<file path="src/rtl/uart_stim_tx.sv">
// Bench-side UART transmitter: a byte FIFO feeding an 8N1 serialiser at CLKS_PER_BIT clocks per bit.
// Define UART_STIM_PARITY_EN to insert a parity bit (even or odd, chosen by PARITY_ODD) after the data bits.
module uart_stim_tx #(
    parameter int CLKS_PER_BIT = 434,
    parameter int FIFO_AW      = 4,
    parameter int PARITY_ODD   = 0
) (
    input  logic               clk,
    input  logic               rst_n,
    input  logic [7:0]         data_i,
    input  logic               valid_i,
    output logic               ready_o,
    output logic               tx_o,
    output logic               busy_o,
    output logic               tx_done_o,
    output logic [FIFO_AW:0]   fifo_level_o
);
    localparam int DEPTH = 2 ** FIFO_AW;
    localparam int LVL_W = FIFO_AW + 1;
    localparam int CNT_W = $clog2(CLKS_PER_BIT);
    localparam logic [CNT_W-1:0] CNT_MAX  = CNT_W'(CLKS_PER_BIT - 1);
    localparam logic [LVL_W-1:0] LVL_FULL = LVL_W'(DEPTH);

`ifdef UART_STIM_PARITY_EN
    typedef enum logic [2:0] {IDLE, START, DATA, PARITY, STOP} state_t;
`else
    typedef enum logic [2:0] {IDLE, START, DATA, STOP} state_t;
    logic unused_parity_odd;
    assign unused_parity_odd = (PARITY_ODD != 0);
`endif

    logic [7:0]         mem_q [DEPTH];
    logic [FIFO_AW-1:0] wr_ptr_q, rd_ptr_q;
    logic [LVL_W-1:0]   level_q, level_d;
    state_t             state_q, state_d;
    logic [CNT_W-1:0]   cnt_q, cnt_d;
    logic [2:0]         bit_q, bit_d, bit_inc;
    logic [7:0]         byte_q, byte_d;
    logic               tx_q, tx_d;
    logic               push, pop, bit_end, fifo_nempty;

    assign ready_o     = (level_q != LVL_FULL);
    assign push        = valid_i & ready_o;
    assign fifo_nempty = (level_q != '0);
    assign level_d     = level_q + LVL_W'(push) - LVL_W'(pop);
    assign bit_end     = (cnt_q == CNT_MAX);
    assign bit_inc     = bit_q + 3'd1;

    // Storage carries no reset so it can map onto distributed/block RAM.
    always_ff @(posedge clk) begin
        if (push) begin
            mem_q[wr_ptr_q] <= data_i;
        end
    end

    always_ff @(posedge clk or negedge rst_n) begin
        if (!rst_n) begin
            wr_ptr_q <= '0;
            rd_ptr_q <= '0;
            level_q  <= '0;
            state_q  <= IDLE;
            cnt_q    <= '0;
            bit_q    <= '0;
            byte_q   <= '0;
            tx_q     <= 1'b1;
        end else begin
            wr_ptr_q <= wr_ptr_q + FIFO_AW'(push);
            rd_ptr_q <= rd_ptr_q + FIFO_AW'(pop);
            level_q  <= level_d;
            state_q  <= state_d;
            cnt_q    <= cnt_d;
            bit_q    <= bit_d;
            byte_q   <= byte_d;
            tx_q     <= tx_d;
        end
    end

    always_comb begin
        state_d = state_q;
        cnt_d   = bit_end ? '0 : cnt_q + CNT_W'(1);
        bit_d   = bit_q;
        byte_d  = byte_q;
        tx_d    = tx_q;
        pop     = 1'b0;
        case (state_q)
            IDLE: begin
                cnt_d = '0;
                tx_d  = 1'b1;
                if (fifo_nempty) begin
                    pop     = 1'b1;
                    byte_d  = mem_q[rd_ptr_q];
                    state_d = START;
                    tx_d    = 1'b0;
                end
            end
            START: begin
                if (bit_end) begin
                    state_d = DATA;
                    bit_d   = '0;
                    tx_d    = byte_q[0];
                end
            end
            DATA: begin
                if (bit_end) begin
                    if (bit_q == 3'd7) begin
`ifdef UART_STIM_PARITY_EN
                        state_d = PARITY;
                        tx_d    = (PARITY_ODD != 0) ? ~^byte_q : ^byte_q;
`else
                        state_d = STOP;
                        tx_d    = 1'b1;
`endif
                    end else begin
                        bit_d = bit_inc;
                        tx_d  = byte_q[bit_inc];
                    end
                end
            end
`ifdef UART_STIM_PARITY_EN
            PARITY: begin
                if (bit_end) begin
                    state_d = STOP;
                    tx_d    = 1'b1;
                end
            end
`endif
            STOP: begin
                if (bit_end) begin
                    // Chain straight into the next start bit when data is waiting.
                    if (fifo_nempty) begin
                        pop     = 1'b1;
                        byte_d  = mem_q[rd_ptr_q];
                        state_d = START;
                        tx_d    = 1'b0;
                    end else begin
                        state_d = IDLE;
                        tx_d    = 1'b1;
                    end
                end
            end
            default: begin
                state_d = IDLE;
                tx_d    = 1'b1;
            end
        endcase
    end

    assign tx_o         = tx_q;
    assign tx_done_o    = (state_q == STOP) & bit_end;
    assign busy_o       = (state_q != IDLE) | fifo_nempty;
    assign fifo_level_o = level_q;

endmodule
</file>
<file path="config.mk">
export PLATFORM = sky130hd
export DESIGN_NAME = uart_stim_tx
export DESIGN_NICKNAME = d
export VERILOG_FILES = /design/src/rtl/uart_stim_tx.sv
export SDC_FILE = /design/constraint.sdc
export NUM_CORES = 1
export LEC_CHECK = 0
export ABC_AREA = 1
export CAP_MARGIN = 0
export CORE_ASPECT_RATIO = 0.75
export CORE_MARGIN = 2
export CORE_UTILIZATION = 64
export CTS_BUF_LIST = sky130_fd_sc_hd__clkbuf_4
export DETAILED_ROUTE_END_ITERATION = 10
export PLACE_DENSITY = 0.88
export SLEW_MARGIN = 5
export SYNTH_ARGS = -nofsm -noshare
export SYNTH_HDL_FRONTEND = slang
export SYNTH_SLANG_ARGS = --single-unit
</file>
<file path="constraint.sdc">
create_clock -name clk -period 2.7 [get_ports clk]
set_input_delay 0.675 -clock clk [delete_from_list [all_inputs] [get_ports clk]]
set_output_delay 0.675 -clock clk [all_outputs]
set_load 0.02 [all_outputs]
</file>
# --- After elaboration in Yosys (flattened, before gate mapping) ---
# Memory sizes are Yosys's and may differ from the RTL's.
# Cells that the tools add are included.
classes:
  add_sub_neg: 6
  n_lt_le_gt_ge: 1
  eq_ne: 12
  mux: 29
  n_bitwise: 3
  reduce_logical: 9
op_table:
  columns: ["cell", "count"]
  rows:
  - ["3-bit 2-to-1 mux", 8]
  - ["9-bit 2-to-1 mux", 2]
  - ["8-bit 2-to-1 mux", 2]
  - ["8-bit case mux with 2 select lines", 1]
  - ["2-bit != test, second input constant", 6]
  - ["3-bit case mux with 4 select lines", 1]
  - ["1-bit 2-to-1 mux", 11]
  - ["9-bit by 1-bit adder with 9-bit output, second input constant", 1]
  - ["9-bit == test, second input constant", 1]
  - ["4-bit by 1-bit adder with 4-bit output", 2]
  - ["3-bit by 2-bit == test with 1-bit output, second input constant", 2]
  - ["3-bit case mux with 2 select lines", 1]
  - ["5-bit by 1-bit adder with 5-bit output", 1]
  - ["5-bit != test, second input constant", 1]
  - ["5-bit AND reduction", 1]
  - ["5-bit nonzero test", 1]
  - ["5-bit by 1-bit subtractor with 5-bit output", 1]
  - ["3-bit by 4-bit < comparator with 1-bit output, second input constant", 1]
  - ["1-bit case mux with 4 select lines", 1]
  - ["4-bit AND reduction", 1]
  - ["2-bit nonzero test", 2]
  - ["3-bit by 1-bit adder with 3-bit output, second input constant", 1]
  - ["1-bit binary-select mux with 3-bit select", 1]
  - ["3-bit by 1-bit == test with 1-bit output, second input constant", 1]
  - ["other kinds (8)", 9]
totals:
  ff_bits: 37
  ram_bits: 128
  in_bits: 11
  out_inout_bits: 9
  wordCells: 69
  mem_count: 1
mem_list:
  columns: ["name", "words", "width", "read_ports", "rd_ports_with_merged_regs", "write_ports", "line", "text"]
  rows:
  - ["mem_q", 16, 8, 1, 0, 1, "32", "logic [7:0] mem_q [DEPTH];"]

# --- Logic depth before layout (Yosys ltp) ---
logic_depth:
  word_depth: 6
  mapped_depth: 15
  ltp_nobuf: 15

# --- Least setup slack after synthesis ---
# OpenSTA, ideal clock, no wires.
synth_timing:
  kind: "reg-to-reg"
  from: "register level_q[2] (netlist: fifo_level_o[2])"
  to: "register level_q[4] (netlist: fifo_level_o[4])"
  setup_time_ns: 0.079
  arrival_ns: 2.458
  t_required_ns: 2.621
  slack_ns: 0.162
  path_stages_with_launch: 15
  n_path_buf: 0
  synth_period_minus_slack_ns: 2.538
  cell_sequence: "dfrtp_1 > inv_1 > ha_1 > nand2_1 > nor2_1 > nand2_1 > nand2_1 > a21oi_1 > ha_1 > inv_1 > ha_1 > inv_1 > fa_1 > o21ai_0 > xor2_1"
synth_between:
  elab_chain_cells: 5
  elab_cells_between_ends: 8
  classes_between: "add/sub (2); eq/ne (1); mux (3); bitwise (1); reduce/logical (1)"
synth_rtl:
  columns: ["element", "line", "text"]
  rows:
  - ["start, declared", "34", "logic [LVL_W-1:0] level_q, level_d;"]
  - ["start signal, assigned", "69", "level_q <= level_d;"]
  - ["branches (longest 4 deep; another with 5-bit by 1-bit adder with 5-bit output)", null, null]
  - ["5-bit by 1-bit subtractor with 5-bit output *", "45", "assign level_d = level_q + LVL_W'(push) - LVL_W'(pop);"]
  - ["net level_d[4]", "34", null]
# Mark *: on every way through the listed nets, which the timed path passes.
# A chain may end at the register's enable or synchronous reset.

# --- Final worst setup path ---
layout_timing:
  from: "register cnt_q[1]"
  to: "register level_q[4] (netlist: fifo_level_o[4])"
layout_between:
  elab_chain_cells: 4
layout_rtl:
  columns: ["element", "line", "text"]
  rows:
  - ["start, declared", "36", "logic [CNT_W-1:0] cnt_q, cnt_d;"]
  - ["start signal, assigned", "71", "cnt_q <= cnt_d;"]
  - ["9-bit == test", "46", "assign bit_end = (cnt_q == CNT_MAX);"]
  - ["1-bit 2-to-1 mux", "128", "if (bit_end) begin"]
  - ["1-bit case mux with 2 select lines", "85", "case (state_q)"]
  - ["5-bit by 1-bit subtractor with 5-bit output", "45", null]
  - ["net level_d[4]", "34", null]
# The timed path passes the listed nets, and every way through them passes these cells.

==> results.sh <==
export IMPL_status="complete, no violations"
export IMPL_core_um2=11500
export IMPL_synth_seq_cells=164
export IMPL_placed_cells=936
export IMPL_fin_crit_sh_pct=96.0
export IMPL_dp_hpwl_mm=10.3
export IMPL_die_w_um=129
export IMPL_crit_start="cnt_q[1]"
export IMPL_reg2reg_depth=15
export IMPL_wirelength_mm=15.8
export IMPL_grt_pass1_vias=5062
export IMPL_multi_input_area_um2=2110
export IMPL_initial_core_util_pct=65.2
export IMPL_clkSinkCount=164
export IMPL_numCtsBuffers=17
export IMPL_cellLeakagePower_nw=3.67
export IMPL_yosysWarnings=0
export IMPL_hold_violations=0
export IMPL_areaGrowthSynthToFinish_pct=9.68
export IMPL_syn_avg_cell_area_um2=9.96
export IMPL_r2r_end="fifo_level_o[4]"
export IMPL_first_pass_iters=7
export IMPL_numPortBuffers=19
export IMPL_gp_congestion=0.848
export IMPL_finalSetupViolCount=0
export IMPL_tightest_slew_ns=0.798
export IMPL_crit_path_max_fanout=3
export IMPL_regArea_um2=4750
export IMPL_start_kind="register"
export IMPL_cts_tree="built"
export IMPL_cts_root_buf="clkbuf_4"
export IMPL_power_density_nw_per_um2=666
export IMPL_rsz0062_at_grt="true"
export IMPL_endpoint_kind="register"
export IMPL_path_clk_slew_ns=0.14
export IMPL_cts_buffer_depth=2
export IMPL_grt_overflow=0
export IMPL_cts_max_level=4
export IMPL_synthAdderAreaFrac_pct=3.27
export IMPL_ios=20
export IMPL_synth_mux_area_share_pct=0
export IMPL_cap_viol_max_count=0
export IMPL_finalCriticalPeriod_ns=2.59
export IMPL_rrSetupSlack_ns=0.11
export IMPL_synth_xor_area_share_pct=1.28
export IMPL_stdcell_count=970
export IMPL_synth_simple_area_share_pct=22.3
export IMPL_nFillCells=769
export IMPL_hp_class="register to register"
export IMPL_netlist_area_um2=7510
export IMPL_yosysSeqAreaShare_pct=63.2
export IMPL_min_to="byte_q[4]"
export IMPL_synth_top_family_by_area="simple AND/OR/NAND/NOR gates"
export IMPL_total_power_mw=5.49
export IMPL_vias=5265
export IMPL_antenna_found_initial=0
export IMPL_drive_above_1_share_pct=9.65
export IMPL_synth_fp_nets=784
export IMPL_wl_per_cell_um=16.3
export IMPL_crit_arrival_ns=3.09
export IMPL_grt_max_degree=65
export IMPL_finalNetCount=825
export IMPL_diodes=0
export IMPL_grt_pass1_wl_mm=25.5
export IMPL_drcViolationCount=0
export IMPL_via_per_inst=5.43
export IMPL_die_y_um=97.8
export IMPL_slew_violations=0
export IMPL_max_freq_ghz=0.386
export IMPL_dieArea_um2=12600
export IMPL_path_class="register to register"
export IMPL_clk_latency_ns=0.56
export IMPL_min_path_cells=2
export IMPL_synth_cell_types=32
export IMPL_slew_headroom_pct=46.6
export IMPL_final_antenna_net_count=0
export IMPL_rows=34
export IMPL_cp_data_required_time_ns=3.19
export IMPL_hold_start="byte_q[4]"
export IMPL_drtIter0Drc=571
export IMPL_synth_compound_area_share_pct=1.10
export IMPL_ir_worst_vdd_mv=0.454
export IMPL_grt_usage_pct=26.9
export IMPL_synth_cells=754
export IMPL_skew_ns=0.0177
export IMPL_r2r_start="cnt_q[1]"
==> power breakdown <==
group	internal, mW	switching, mW	total, mW
Clock	0.556	0.879	1.44
Sequential	3.00	0.116	3.12
Combinational	0.346	0.588	0.934
==> flip-flops by register name, indices dropped and copies added (netlist names) <==
signal / flops
byte_q: 8
fifo_level_o: 5
state_q: 2
mem_q: 128
rd_ptr_q: 4
bit_q: 3
cnt_q: 9
wr_ptr_q: 4
tx_o: 1
==> final cells by class <==
type / count / share of cell area [%]
clock buffer: 17 / 1.55
clock inverter: 15 / 1.87
inverter: 132 / 6.06
multi-input combinational: 434 / 25.6
sequential: 164 / 57.6
tap: 162 / 2.46
timing repair buffer: 46 / 4.85
==> Yosys cell counts <==
cell type	n	share of area (%)
nand2_1	227	11
edfxtp_1	128	51
inv_1	126	6.3
nand3_1	115	7.7
dfrtp_1	35	12
nor2_1	32	1.6
ha_1	18	3.0
buf_2	15	1.0
xor2_1	8	0.93
a21oi_1	7	0.47
buf_6	7	1.0
o21ai_0	5	0.33
inv_2	3	0.15
nor3_1	3	0.20
o21ai_1	3	0.20
xnor2_1	3	0.35
buf_4	2	0.20
nor2_2	2	0.17
nor2_8	2	0.53
and3_1	1	0.083
clkinv_1	1	0.050
clkinv_2	1	0.067
dfstp_2	1	0.35
fa_1	1	0.27
inv_4	1	0.083
nand2_2	1	0.083
nand2_4	1	0.15
nand4_1	1	0.083
nor2_4	1	0.15
nor3_2	1	0.13
o211ai_1	1	0.10
or2_2	1	0.083
==> cells by family after synthesis <==
group           after synthesis
compound gates               16
xor+xnor                     11
fa+ha+maj                    19
buf+inv                     156
flops                       164
simple gates                388
==> worst max-delay path: stages (launching register included) <==
cell and delay [ns]:
dfrtp_1 0.43, inv_1 0.06, ha_1 0.14, nand2_1 0.08, nor2_2 0.15, inv_2 0.08
nor2_8 0.08, nand2_1 0.09, a21oi_2 0.17, ha_1 0.24, inv_1 0.06, ha_1 0.16
inv_1 0.06, fa_1 0.42, o21ai_2 0.16, xor2_1 0.15
==> how the worst max path moves through the flow <==
stage,endpoint,cells after the start
floorplan,fifo_level_o[4],14
global placement,fifo_level_o[4],9
detailed placement,fifo_level_o[4],15
CTS,tx_done_o,9
global route,fifo_level_o[4],15
finish,fifo_level_o[4],15
==> cells in the final DEF, fill, tap and decap left out, types with 2 or more instances in the layout <==
master,instances
clkdlybuf4s50_1,16
xnor2_1,3
buf_4,26
nand3_1,115
clkbuf_4,17
clkinvlp_4,2
dfrtp_2,2
nor2_8,2
clkinv_4,2
inv_6,5
nor2_2,3
nand2_1,227
o21ai_1,3
bufinv_16,2
clkinv_1,3
nor2_1,31
xor2_1,8
inv_1,126
a21oi_1,6
nor3_1,3
dfrtp_1,33
edfxtp_1,128
clkinv_2,3
o21ai_0,4
inv_2,3
ha_1,18
==> per-layer routing <==
layer | up-vias | part of all wire [%] | track usage, %
li1 | 2502 | - | -
met1 | 2474 | 41 | 38.0
met2 | 264 | 47 | 42.0
met3 | 25 | 9.6 | 6.19
met4 | 0 | 1.9 | 8.78
met5 | - | 0 | 0
==> repair_timing <==
item	in CTS	in global routing
gates resized for setup	6	6
hold buffers	0	0
hold endpoints to repair	0	0
setup endpoints to repair	4	4
pin swaps	0	1
setup buffers	0	2
==> metrics by stage <==
step / utilization (%) / setup TNS [ns] / hold slack [ns] / cell area (um^2) / worst slack (ns)
2_1_floorplan: - / 0 / 0.379 / 7510 / 0.162
3_3_place_gp: 68.8 / 0 / 0.469 / 7940 / 0.112
3_5_place_dp: 68.8 / 0 / 0.471 / 7940 / 0.0177
4_1_cts: 71.3 / 0 / 0.491 / 8220 / 0.00165
5_1_grt: 71.5 / -0.0498 / 0.526 / 8240 / -0.0498
6_report: 71.5 / 0 / 0.501 / 8240 / 0.109
Power figures use the tool's default switching activity.
